--- src/rtl/timer_8_bit_arbiter_pkg.sv ---
// Shared types and constants for the timer arbiter: FSM state encoding,
// default timer width, the fixed one-shot mode and a modulo increment helper.
package timer_arb_pkg;

   typedef enum logic [2:0] {
      ST_IDLE  = 3'd0,
      ST_START = 3'd1,
      ST_ARMED = 3'd2,
      ST_RUN   = 3'd3,
      ST_STOP  = 3'd4,
      ST_DRAIN = 3'd5
   } timer_arb_state_t;

   localparam int   TIMER_W_DEF  = 8;
   localparam logic MODE_ONESHOT = 1'b0;

   // Next index after idx, wrapping at n.
   function automatic int wrap_inc(input int idx, input int n);
      return ((idx + 1) >= n) ? 0 : (idx + 1);
   endfunction

endpackage

--- src/rtl/timer_8_bit_arbiter_if.sv ---
// Requester and timer-command bus of the arbiter. The arbiter holds the master
// modport; requesters and the shared timer sit behind the slave modport.
// Handshake: Req_In is a level that the requester holds until its Done_Out
// pulse (or drops early to cancel); Grant_Out marks ownership, Done_Out is a
// single-cycle completion strobe to the owner only.
interface timer_8_bit_arbiter_if
   import timer_arb_pkg::*;
#(
   parameter int NUM_REQ = 4,
   parameter int TIMER_W = TIMER_W_DEF
) ();

   logic [NUM_REQ-1:0]         Req_In;
   logic [NUM_REQ*TIMER_W-1:0] Req_Preload_In;
   logic [NUM_REQ-1:0]         Grant_Out;
   logic [NUM_REQ-1:0]         Done_Out;
   logic                       Busy_Out;
   logic                       Timer_Enable_Out;
   logic                       Timer_Start_Cmd_Out;
   logic                       Timer_Stop_Cmd_Out;
   logic                       Timer_Mode_Out;
   logic [TIMER_W-1:0]         Timer_Preload_Out;
   logic                       Timer_Running_Flag_In;
   logic                       Timer_Rollover_Flag_In;

   modport master (
      input  Req_In, Req_Preload_In, Timer_Running_Flag_In, Timer_Rollover_Flag_In,
      output Grant_Out, Done_Out, Busy_Out, Timer_Enable_Out, Timer_Start_Cmd_Out,
             Timer_Stop_Cmd_Out, Timer_Mode_Out, Timer_Preload_Out
   );

   modport slave (
      output Req_In, Req_Preload_In, Timer_Running_Flag_In, Timer_Rollover_Flag_In,
      input  Grant_Out, Done_Out, Busy_Out, Timer_Enable_Out, Timer_Start_Cmd_Out,
             Timer_Stop_Cmd_Out, Timer_Mode_Out, Timer_Preload_Out
   );

endinterface

--- src/rtl/timer_8_bit_arbiter_round_robin_arbiter.sv ---
// Combinational round-robin pick: first set request at or after ptr_i,
// wrapping past the top, returned as one-hot and as an index.
module round_robin_arbiter #(
   parameter int N     = 4,
   parameter int IDX_W = 2
) (
   input  logic [N-1:0]     req_i,
   input  logic [IDX_W-1:0] ptr_i,
   output logic [N-1:0]     gnt_o,
   output logic [IDX_W-1:0] idx_o,
   output logic             valid_o
);

   always_comb begin
      int cur;
      cur     = 0;
      gnt_o   = '0;
      idx_o   = '0;
      valid_o = 1'b0;
      for (int off = 0; off < N; off++) begin
         cur = int'(ptr_i) + off;
         if (cur >= N) cur = cur - N;
         if (!valid_o && req_i[IDX_W'(cur)]) begin
            valid_o               = 1'b1;
            gnt_o[IDX_W'(cur)]    = 1'b1;
            idx_o                 = IDX_W'(cur);
         end
      end
   end

endmodule

--- src/rtl/timer_8_bit_arbiter.sv ---
// Shares one one-shot timer between NUM_REQ requesters: round-robin grant,
// start/stop command sequencing and a completion pulse back to the owner.
module timer_8_bit_arbiter
   import timer_arb_pkg::*;
#(
   parameter int NUM_REQ = 4,
   parameter int TIMER_W = TIMER_W_DEF
) (
   input  logic                   Clk_In,
   input  logic                   Reset_n_In,
   timer_8_bit_arbiter_if.master  bus,
   output timer_arb_state_t       State_Dbg_Out
);

   localparam int IDX_W = (NUM_REQ > 1) ? $clog2(NUM_REQ) : 1;

   timer_arb_state_t   state_q, state_d;
   logic [IDX_W-1:0]   ptr_q, ptr_d;
   logic [NUM_REQ-1:0] grant_q, grant_d;
   logic [NUM_REQ-1:0] done_q, done_d;
   logic               busy_q, busy_d;
   logic               start_q, start_d;
   logic               stop_q, stop_d;
   logic               en_q;
   logic [TIMER_W-1:0] preload_q, preload_d;

   logic [NUM_REQ-1:0] arb_gnt;
   logic [IDX_W-1:0]   arb_idx;
   logic               arb_valid;
   logic               req_granted;

   round_robin_arbiter #(
      .N     (NUM_REQ),
      .IDX_W (IDX_W)
   ) u_rr (
      .req_i   (bus.Req_In),
      .ptr_i   (ptr_q),
      .gnt_o   (arb_gnt),
      .idx_o   (arb_idx),
      .valid_o (arb_valid)
   );

   // Owner still wants the timer; a drop here is a cancel.
   assign req_granted = |(grant_q & bus.Req_In);

   always_ff @(posedge Clk_In or negedge Reset_n_In) begin
      if (!Reset_n_In) begin
         state_q   <= ST_IDLE;
         ptr_q     <= '0;
         grant_q   <= '0;
         done_q    <= '0;
         busy_q    <= 1'b0;
         start_q   <= 1'b0;
         stop_q    <= 1'b0;
         en_q      <= 1'b0;
         preload_q <= '0;
      end else begin
         state_q   <= state_d;
         ptr_q     <= ptr_d;
         grant_q   <= grant_d;
         done_q    <= done_d;
         busy_q    <= busy_d;
         start_q   <= start_d;
         stop_q    <= stop_d;
         en_q      <= 1'b1;
         preload_q <= preload_d;
      end
   end

   always_comb begin
      state_d = state_q;
      unique case (state_q)
         ST_IDLE:  if (arb_valid) state_d = ST_START;
         ST_START: state_d = ST_ARMED;
         ST_ARMED: begin
            if (!req_granted)                    state_d = ST_STOP;
            else if (bus.Timer_Running_Flag_In)  state_d = ST_RUN;
         end
         ST_RUN: begin
            if (bus.Timer_Rollover_Flag_In) state_d = ST_IDLE;
            else if (!req_granted)          state_d = ST_STOP;
         end
         ST_STOP:  state_d = ST_DRAIN;
         ST_DRAIN: if (!bus.Timer_Running_Flag_In) state_d = ST_IDLE;
         default:  state_d = ST_IDLE;
      endcase
   end

   // Registered outputs: each _d is what the output shows after the next edge.
   always_comb begin
      grant_d   = grant_q;
      preload_d = preload_q;
      ptr_d     = ptr_q;
      done_d    = '0;
      start_d   = 1'b0;
      stop_d    = 1'b0;
      busy_d    = (state_d != ST_IDLE);
      unique case (state_q)
         ST_IDLE: begin
            if (arb_valid) begin
               grant_d   = arb_gnt;
               preload_d = bus.Req_Preload_In[int'(arb_idx)*TIMER_W +: TIMER_W];
               ptr_d     = IDX_W'(wrap_inc(int'(arb_idx), NUM_REQ));
            end
         end
         ST_START: start_d = 1'b1;
         ST_ARMED: if (!req_granted) grant_d = '0;
         ST_RUN: begin
            if (bus.Timer_Rollover_Flag_In) begin
               done_d  = grant_q;
               grant_d = '0;
            end else if (!req_granted) begin
               grant_d = '0;
            end
         end
         ST_STOP:  stop_d = 1'b1;
         ST_DRAIN: ;
         default:  ;
      endcase
   end

   assign bus.Grant_Out           = grant_q;
   assign bus.Done_Out            = done_q;
   assign bus.Busy_Out            = busy_q;
   assign bus.Timer_Enable_Out    = en_q;
   assign bus.Timer_Start_Cmd_Out = start_q;
   assign bus.Timer_Stop_Cmd_Out  = stop_q;
   assign bus.Timer_Mode_Out      = MODE_ONESHOT;
   assign bus.Timer_Preload_Out   = preload_q;
   assign State_Dbg_Out           = state_q;

endmodule

--- src/flat_wrapper.sv ---
// flat-port wrapper written by rule: the top's interface ports become plain ports
module timer_8_bit_arbiter_flat import timer_arb_pkg::*;
#(
   parameter int NUM_REQ = 4,
   parameter int TIMER_W = TIMER_W_DEF
)
  (Clk_In, Reset_n_In, State_Dbg_Out, bus_Req_In, bus_Req_Preload_In, bus_Timer_Running_Flag_In, bus_Timer_Rollover_Flag_In, bus_Grant_Out, bus_Done_Out, bus_Busy_Out, bus_Timer_Enable_Out, bus_Timer_Start_Cmd_Out, bus_Timer_Stop_Cmd_Out, bus_Timer_Mode_Out, bus_Timer_Preload_Out);
  timer_8_bit_arbiter_if #(.NUM_REQ(NUM_REQ), .TIMER_W(TIMER_W)) bus_i ();
  input  logic Clk_In;
  input  logic Reset_n_In;
  output timer_arb_state_t State_Dbg_Out;
  input wire logic [$bits(bus_i.Req_In)-1:0] bus_Req_In;
  input wire logic [$bits(bus_i.Req_Preload_In)-1:0] bus_Req_Preload_In;
  input wire logic [$bits(bus_i.Timer_Running_Flag_In)-1:0] bus_Timer_Running_Flag_In;
  input wire logic [$bits(bus_i.Timer_Rollover_Flag_In)-1:0] bus_Timer_Rollover_Flag_In;
  output wire logic [$bits(bus_i.Grant_Out)-1:0] bus_Grant_Out;
  output wire logic [$bits(bus_i.Done_Out)-1:0] bus_Done_Out;
  output wire logic [$bits(bus_i.Busy_Out)-1:0] bus_Busy_Out;
  output wire logic [$bits(bus_i.Timer_Enable_Out)-1:0] bus_Timer_Enable_Out;
  output wire logic [$bits(bus_i.Timer_Start_Cmd_Out)-1:0] bus_Timer_Start_Cmd_Out;
  output wire logic [$bits(bus_i.Timer_Stop_Cmd_Out)-1:0] bus_Timer_Stop_Cmd_Out;
  output wire logic [$bits(bus_i.Timer_Mode_Out)-1:0] bus_Timer_Mode_Out;
  output wire logic [$bits(bus_i.Timer_Preload_Out)-1:0] bus_Timer_Preload_Out;
  assign bus_i.Req_In = bus_Req_In;
  assign bus_i.Req_Preload_In = bus_Req_Preload_In;
  assign bus_i.Timer_Running_Flag_In = bus_Timer_Running_Flag_In;
  assign bus_i.Timer_Rollover_Flag_In = bus_Timer_Rollover_Flag_In;
  assign bus_Grant_Out = bus_i.Grant_Out;
  assign bus_Done_Out = bus_i.Done_Out;
  assign bus_Busy_Out = bus_i.Busy_Out;
  assign bus_Timer_Enable_Out = bus_i.Timer_Enable_Out;
  assign bus_Timer_Start_Cmd_Out = bus_i.Timer_Start_Cmd_Out;
  assign bus_Timer_Stop_Cmd_Out = bus_i.Timer_Stop_Cmd_Out;
  assign bus_Timer_Mode_Out = bus_i.Timer_Mode_Out;
  assign bus_Timer_Preload_Out = bus_i.Timer_Preload_Out;
  timer_8_bit_arbiter #(.NUM_REQ(NUM_REQ), .TIMER_W(TIMER_W)) u_core (.Clk_In(Clk_In), .Reset_n_In(Reset_n_In), .bus(bus_i), .State_Dbg_Out(State_Dbg_Out));
endmodule
--- config.mk ---
export PLATFORM = sky130hd
export DESIGN_NAME = timer_8_bit_arbiter_flat
export DESIGN_NICKNAME = d
export VERILOG_FILES = /design/src/rtl/timer_8_bit_arbiter_pkg.sv /design/src/rtl/timer_8_bit_arbiter_if.sv /design/src/rtl/timer_8_bit_arbiter_round_robin_arbiter.sv /design/src/rtl/timer_8_bit_arbiter.sv /design/src/flat_wrapper.sv
export SDC_FILE = /design/constraint.sdc
export NUM_CORES = 1
export LEC_CHECK = 0
export ABC_AREA = 1
export CAP_MARGIN = 20
export CORE_MARGIN = 4
export CORE_UTILIZATION = 30
export CTS_CLUSTER_DIAMETER = 40
export DETAILED_ROUTE_END_ITERATION = 10
export SLEW_MARGIN = 20
export SYNTH_ARGS = -nofsm -noshare
export SYNTH_HDL_FRONTEND = slang
export SYNTH_SLANG_ARGS = --single-unit
--- constraint.sdc ---
create_clock -name Clk_In -period 6.8 [get_ports Clk_In]
set_clock_uncertainty 0.2 [all_clocks]
set_input_delay 1.36 -clock Clk_In [delete_from_list [all_inputs] [get_ports Clk_In]]
set_output_delay 1.36 -clock Clk_In [all_outputs]
set_load 0.01 [all_outputs]
* Yosys cells after proc, flatten, opt, wreduce, memory -nomap -nowiden
Index checks and enable logic that the tools add are counted.
Word-level totals: register bits 25, input bits 40, output and inout port bits 24, logic and storage cells 109
Cells by class: mux-type cells 52, equal/unequal tests 6, order comparisons 13, reduce and logical (&&, ||, !) cells 16, shifts and indexed selects 1, bitwise operators 4, add/sub/neg operators 8
Operators by type and width (number):
- two-way mux 4 bit | 9
- indexed part select 32 x 6 -> 8 bit | 1
- two-way mux 1 bit | 18
- two-way mux 2 bit | 9
- two-way mux 3 bit | 6
- one-hot mux 3 bit (6 select lines) | 1
- less-than comparator 2 x 4 -> 1 bit (second input constant) | 4
- >= comparator 3 bit (second input constant) | 4
- bitwise OR 4 bit | 3
- one-hot mux 4 bit (3 select lines) | 1
- binary-select mux 1 bit (select 2 bit) | 4
- demux 1 bit (select 2 bit) | 4
- >= comparator 2 x 1 -> 1 bit (second input constant) | 4
- subtractor 2 x 1 -> 2 bit (second input constant) | 4
- logical AND 1 bit | 7
- adder 2 x 1 -> 3 bit (second input constant) | 2
- adder 2 x 2 -> 3 bit (second input constant) | 2
- == test 3 x 2 -> 1 bit (second input constant) | 2
- == test 3 bit (second input constant) | 2
- nonzero test 3 bit | 2
- AND 4 bit | 1
- AND reduction 2 bit | 2
- OR reduction 4 bit | 1
- == test 3 x 1 -> 1 bit (second input constant) | 1
- 4 further kinds | 6

* Longest topological paths before layout
word-level depth 18, mapped depth 17, depth with buffers taken out 15

* Hierarchy
From an unflattened synthesis, not the netlist that was laid out.
Second synthesis, totals: cells, all modules 272, area, all modules 1821.7 um^2
Modules (own cells, without submodules):
- timer_8_bit_arbiter | instances 1, cells each 178, seq. area each 625.6 um^2, area each 1303.8 um^2
- round_robin_arbiter | instances 1, cells each 94, seq. area each 0.0 um^2, area each 518.0 um^2

* Worst setup path after synthesis
OpenSTA, ideal clock, no wires.
path kind input to register, from input port bus_Req_In[1], to register u_core.preload_q[6], in the netlist u_core.bus.Timer_Preload_Out[6], data required time 6.484 ns, path buffers 1, arrival time 2.441 ns, slack 4.042 ns, setup time 0.116 ns, stages on the path 13, cells stage by stage nand2_1 nand3_2 nand2_2 inv_2 a21oi_4 inv_2 nand2_4 buf_4 nand3_1 nand3_1 nand2_1 nand2_1 nand2_1
On the way: cells in the longest elaborated chain, start to end 14, elaborated cells between the ends (all ways) 28, those cells by class 1 x shift; 20 x mux; 7 x reduce/logical
Ends and longest elaborated chain:
- start, declared | RTL line flat_wrapper.sv:12 | input wire logic [$bits(bus_i.Req_In)-1:0] bus_Req_In;
- binary-select mux 1 bit (select 2 bit) | RTL line timer_8_bit_arbiter_round_robin_arbiter.sv:23 | if (!valid_o && req_i[IDX_W'(cur)]) begin
- two-way mux 1 bit (not written as such) (2 in series) | RTL line timer_8_bit_arbiter_round_robin_arbiter.sv:23
- two-way mux 1 bit | RTL line timer_8_bit_arbiter_round_robin_arbiter.sv:23
- logical NOT 1 bit | RTL line timer_8_bit_arbiter_round_robin_arbiter.sv:23
- logical AND 1 bit | RTL line timer_8_bit_arbiter_round_robin_arbiter.sv:23
- two-way mux 1 bit | RTL line timer_8_bit_arbiter_round_robin_arbiter.sv:23
- logical NOT 1 bit | RTL line timer_8_bit_arbiter_round_robin_arbiter.sv:23
- logical AND 1 bit | RTL line timer_8_bit_arbiter_round_robin_arbiter.sv:23
- two-way mux 1 bit | RTL line timer_8_bit_arbiter_round_robin_arbiter.sv:23
- logical NOT 1 bit | RTL line timer_8_bit_arbiter_round_robin_arbiter.sv:23
- logical AND 1 bit | RTL line timer_8_bit_arbiter_round_robin_arbiter.sv:23
- two-way mux 2 bit or two-way mux 1 bit (tied branches) | RTL line timer_8_bit_arbiter_round_robin_arbiter.sv:23
- indexed part select 32 x 6 -> 8 bit or AND reduction 2 bit (tied branches)
- end signal, assigned | RTL line timer_8_bit_arbiter.sv:66 | preload_q <= preload_d;
- end, declared | RTL line timer_8_bit_arbiter.sv:25 | logic [TIMER_W-1:0] preload_q, preload_d;
Several ways; a longest one is shown, not always the timed one. The select of a mux whose other input is x is not followed. A chain may end at the register's enable or synchronous reset.

* Worst setup path after layout
from input port bus_Req_In[3], to register u_core.grant_q[3], in the netlist u_core.bus.Grant_Out[3]
On the way: cells in the longest elaborated chain, start to end 15, elaborated cells between the ends (all ways) 37, those cells by class 1 x eq/ne; 24 x mux; 4 x bitwise; 8 x reduce/logical
Ends and longest elaborated chain:
- binary-select mux 1 bit (select 2 bit) | RTL line timer_8_bit_arbiter_round_robin_arbiter.sv:23
- two-way mux 1 bit (not written as such) (2 in series) | RTL line timer_8_bit_arbiter_round_robin_arbiter.sv:23
- two-way mux 1 bit | RTL line timer_8_bit_arbiter_round_robin_arbiter.sv:23
- logical NOT 1 bit | RTL line timer_8_bit_arbiter_round_robin_arbiter.sv:23
- logical AND 1 bit | RTL line timer_8_bit_arbiter_round_robin_arbiter.sv:23
- two-way mux 1 bit | RTL line timer_8_bit_arbiter_round_robin_arbiter.sv:23
- logical NOT 1 bit | RTL line timer_8_bit_arbiter_round_robin_arbiter.sv:23
- logical AND 1 bit | RTL line timer_8_bit_arbiter_round_robin_arbiter.sv:23
- two-way mux 1 bit | RTL line timer_8_bit_arbiter_round_robin_arbiter.sv:23
- logical NOT 1 bit | RTL line timer_8_bit_arbiter_round_robin_arbiter.sv:23
- logical AND 1 bit | RTL line timer_8_bit_arbiter_round_robin_arbiter.sv:23
- two-way mux 4 bit or two-way mux 1 bit (tied branches) | RTL line timer_8_bit_arbiter_round_robin_arbiter.sv:23
- two-way mux 4 bit or != test 2 x 1 -> 1 bit (tied branches)
- one-hot mux 4 bit (3 select lines) or AND reduction 2 bit (tied branches)
- end signal, assigned | RTL line timer_8_bit_arbiter.sv:60 | grant_q <= grant_d;
- end, declared | RTL line timer_8_bit_arbiter.sv:19 | logic [NUM_REQ-1:0] grant_q, grant_d;
Several ways; a longest one is shown, not always the timed one. The select of a mux whose other input is x is not followed.

==> results.sh <==
export IMPL_clock_latency_ps=270
export IMPL_htreeDepth=1
export IMPL_layout_commonest_cell="nand2_1"
export IMPL_start_util=0.312
export IMPL_dpl_instance_area_um2=2650
export IMPL_syn_to_final_growth_pct=34.8
export IMPL_drive_gt1_frac=0.115
export IMPL_rsz0062_at_grt="false"
export IMPL_cts_hold_buffers=0
export IMPL_wl_per_cell_um=11.4
export IMPL_path_clk_slew_ps=80
export IMPL_cp_start_kind="primary input"
export IMPL_slew_viol_final=0
export IMPL_finalSetupTns_ps=0
export IMPL_die_h_um=89.5
export IMPL_worstPathArrival_ps=3360
export IMPL_synth_edf_count=0
export IMPL_synth_area_um2=1990
export IMPL_grt_max_degree=26
export IMPL_worstHoldPathType="register to register"
export IMPL_die_w_um=89.5
export IMPL_viasPerCell=4.46
export IMPL_min_period_ps=3350
export IMPL_layout_common_cells="81 x nand2_1, 61 x clkdlybuf4s50_1, 52 x inv_1, 48 x nand3_1, 25 x dfrtp_1"
export IMPL_first_pass_iters=4
export IMPL_overflow=0
export IMPL_crit_type="primary input to register"
export IMPL_fp_coreArea_um2=6390
export IMPL_vias=1890
export IMPL_final_setup_viol_count=0
export IMPL_io_pins=64
export IMPL_max_clock_path_buffers=2
export IMPL_fin_area_um2=2690
export IMPL_syn_avg_cell_area_um2=6.93
export IMPL_io_buffers=62
export IMPL_cts_resized=0
export IMPL_synth_nets=336
export IMPL_power_leakage_uw=0.00141
export IMPL_ys_ff_latch=25
export IMPL_cts_root_buf="clkbuf_8"
export IMPL_dpl_hpwl_mm=3.90
export IMPL_cp_max_fo=14
export IMPL_holdWs_ps=292
export IMPL_diodes=0
export IMPL_yosysWarnings=0
export IMPL_power_total_uw=1330
export IMPL_antenna_found_initial=0
export IMPL_fin_crit_sh=0.492
export IMPL_crit_path_end_kind="register"
export IMPL_outcome="finished clean"
export IMPL_syn_inst=288
export IMPL_drv_cap=0
export IMPL_die_area_um2=8020
export IMPL_grt_use_total=0.129
export IMPL_peakVddDrop_v=0.000182
export IMPL_routed_wirelength_mm=4.83
export IMPL_fillerInstances=671
export IMPL_worstMarginPinSlew_ps=540
export IMPL_grt_pass1_vias=1946
export IMPL_grt_pass1_wl_mm=8.36
export IMPL_fmax_mhz=299
export IMPL_fin_nets=396
export IMPL_synthDistinctLibCells=34
export IMPL_cts_made_buffers=3
export IMPL_drt_initial_drc_count=127
export IMPL_antenna_left=0
export IMPL_postCtsSetupBuffers=0
export IMPL_max_slew_margin_rel=0.640
export IMPL_synthArstFlopShare=1.00
export IMPL_numClockSinks=25
export IMPL_required_ps=6810
export IMPL_ys_seq_area_frac=0.314
export IMPL_drc=0
export IMPL_rows=29
export IMPL_finish_utilization=0.421
export IMPL_tritoncts="yes"
export IMPL_gp_congestion=0.868
export IMPL_pwr_density_cell_nw_per_um2=493
export IMPL_ys_flop_type="dfrtp_1"
export IMPL_hold_viol_final=0
-- worst paths after layout --
check                                                     start                         endpoint  slack [ps]  depth (start not counted)
worst max-delay path                              bus_Req_In[3]          u_core.bus.Grant_Out[3]        3450                         11
worst min register to register  u_core.bus.Timer_Preload_Out[3]  u_core.bus.Timer_Preload_Out[3]         290                          2
worst max register to register                  u_core.ptr_q[0]          u_core.bus.Grant_Out[3]        3860                         10
worst min-delay path            u_core.bus.Timer_Preload_Out[3]  u_core.bus.Timer_Preload_Out[3]         290                          2
max in group asynchronous                            Reset_n_In  u_core.bus.Timer_Preload_Out[4]        5180                          1
min in group asynchronous                            Reset_n_In    u_core.bus.Timer_Stop_Cmd_Out         870                          1
-- power breakdown --
part | switching, uW | internal (uW) | leakage (uW)
logic | 614 | 367 | 0.00106
registers | 55.1 | 203 | 0.000321
clock network | 45.2 | 41.0 | 0.0000255
-- flip-flops by register name, indices dropped and copies added, names as in the netlist, 2 cells and up --
name / cells
u_core.bus.Grant_Out: 4
u_core.bus.Timer_Preload_Out: 8
u_core.ptr_q: 2
u_core.bus.Done_Out: 4
u_core.State_Dbg_Out: 3
-- synth_stat cells (2+ instances only) --
cell     count  share of area
a21oi_1      3         0.0075
buf_4        4          0.015
conb_1       2         0.0038
dfrtp_1     25           0.31
ha_1         8          0.050
inv_1       52          0.098
inv_2        4         0.0075
nand2_1     81           0.15
nand2_2     14          0.044
nand2_4      6          0.034
nand3_1     48           0.12
nand3_2      5          0.025
nor2_1       7          0.013
nor3_1       3         0.0075
o21ai_0      7          0.018
-- through the flow --
step / std cells / worst slack (ps)
CTS: 424 / 3420
global placement: 420 / 3240
detailed placement: 420 / 3150
floorplan: 288 / 4040
global route: 424 / 3180
finish: 424 / 3450
-- cells by family (layout without fill, tap and decap cells) --
family / count (synthesis) / in the layout / synth area share
compound gates: 17 / 17 / 0.0552
xor+xnor: 1 / 1 / 0.00439
fa+ha+maj: 8 / 8 / 0.0502
buf+inv: 65 / 124 / 0.147
flops: 25 / 25 / 0.314
other cells: 2 / 2 / 0.00377
simple gates: 170 / 170 / 0.426
-- metal layers --
layer / track usage / vias up / routed length, um
li1: - / 1007 / -
met1: 0.169 / 809 / 2310
met2: 0.213 / 68 / 2100
met3: 0.0221 / 6 / 332
met4: 0.0419 / 0 / 80
met5: 0 / - / 0
-- critical path, stage by stage --
cell             delay, ps
clkdlybuf4s50_1        550
inv_1                   80
nand2_1                 70
nand3_2                110
nand2_4                160
inv_4                   50
nand4_2                 90
nand2_1                250
inv_1                  380
o21ai_0                160
nand2_1                 80
-- final cells by class --
class	count	area, um^2	share of cell area
multi-input combinational	198	1080	0.400
sequential	25	626	0.233
timing repair buffer	62	616	0.229
inverter	58	228	0.0847
tap	77	96.3	0.0358
clock buffer	3	41.3	0.0154
clock inverter	1	5.00	0.00186
Power figures use the tool's default switching activity.
==> variant (config.mk and constraints unchanged) <==
Change the package constant `MODE_ONESHOT` from 1'b0 to 1'b1.
--- a/src/rtl/timer_8_bit_arbiter_pkg.sv
+++ b/src/rtl/timer_8_bit_arbiter_pkg.sv
@@ -13,5 +13,5 @@
 
    localparam int   TIMER_W_DEF  = 8;
-   localparam logic MODE_ONESHOT = 1'b0;
+   localparam logic MODE_ONESHOT = 1'b1;
 
    // Next index after idx, wrapping at n.
Behaviour: not the same (Yosys sat finds a counterexample within 4 cycles, from zero or initial values and one cycle with Reset_n_In low).
==> variant against the original RTL <==
  * First-iteration DRC count grew 1.6%
  * Setup slack gained 0.028 ns
  * Area after synthesis shrank 0.19%
  * Sequential cell count is the same
  * Power shrank 0.38%
  * Die area shrank 0.17%
  * Final cell count is the same
  * Worst hold slack gained 0.0024 ns
  * Global-route usage shrank 0.50 points
  * Utilization is essentially flat
  * Via count shrank 0.58%
  * Design area is essentially flat
  * Routed wire length shrank 2.3%
  * Critical endpoint unchanged
==> variant: results <==
export IMPL_drt_met1_wl_um=2220
export IMPL_cts_htree_levels=1
export IMPL_outcome="finished clean"
export IMPL_switching_power_mw=0.709
export IMPL_timing_rr_end="u_core.ptr_q[0]"
export IMPL_met2_usage=0.209
export IMPL_vias=1879
export IMPL_grt_pass1_vias=1867
export IMPL_grtUsageMet3=0.0221
export IMPL_grt_first_pass_wirelength_um=8110
export IMPL_cp_endpoint="u_core.bus.Grant_Out[3]"
export IMPL_r2r_slack_ns=3.83
export IMPL_route_met2_wl_um=2050
export IMPL_p_leak_nw=1.40
export IMPL_hpwl_um=3840
export IMPL_comb_power_share=0.738
export IMPL_use_met1=0.164
export IMPL_synthTopCellsByArea="dfrtp_1 31%, nand2_1 15%, nand3_1 12%, inv_1 9.8%, ha_1 5.0%"
export IMPL_slew_headroom=0.639
export IMPL_wl_met3_um=399
export IMPL_fill_cells=636
export IMPL_synth_ff_type="dfrtp_1"
export IMPL_ir_worst_vdd_uv=179
export IMPL_critPathArrivalTime_ns=3.33
export IMPL_clkPwrFrac=0.067
export IMPL_place_gp_congestion=0.882
export IMPL_synth_seq_area_share=0.314
==> variant: cell count changes after synthesis, sizes merged <==
cell	delta
conb	-1
==> variant: through the flow <==
step	total power [mW]	area [um^2]	std cells	util	worst slack [ns]
global route	1.48	2690	424	0.421	3.22
floorplan	1.03	1990	288	-	4.04
CTS	1.33	2700	424	0.422	3.45
global placement	1.24	2650	420	0.414	3.26
detailed placement	1.24	2650	420	0.414	3.17
finish	1.32	2690	424	0.421	3.48
==> variant: layout make-up <==
class / count / area, um^2 / share of cell area
clock buffers: 3 / 41.3 / 0.0153
clock inverters: 1 / 7.51 / 0.00279
inverters: 58 / 228 / 0.0847
multi-input cells: 198 / 1080 / 0.400
flip-flops and latches: 25 / 626 / 0.233
well taps: 77 / 96.3 / 0.0358
repair buffers: 62 / 616 / 0.229
==> variant: worst min path at each step <==
stage,cells past startpoint,slack (ns),to,startpoint
3_5_place_dp,2,0.27,u_core.bus.Timer_Preload_Out[1],u_core.bus.Timer_Preload_Out[1]
4_1_cts,2,0.30,u_core.bus.Timer_Preload_Out[1],u_core.bus.Timer_Preload_Out[1]
5_1_grt,2,0.34,u_core.bus.Timer_Preload_Out[5],u_core.bus.Timer_Preload_Out[5]
2_1_floorplan,2,0.32,u_core.bus.Timer_Preload_Out[0],u_core.bus.Timer_Preload_Out[0]
6_report,2,0.29,u_core.bus.Timer_Preload_Out[1],u_core.bus.Timer_Preload_Out[1]
3_3_place_gp,2,0.27,u_core.bus.Timer_Preload_Out[1],u_core.bus.Timer_Preload_Out[1]
==> variant: kinds of logic after synthesis <==
logic type | share of synthesized area
buf+inv | 0.147
simple gates | 0.427
xor+xnor | 0.00440
fa+ha+maj | 0.0503
other cells | 0.00188
flops | 0.314
compound gates | 0.0553
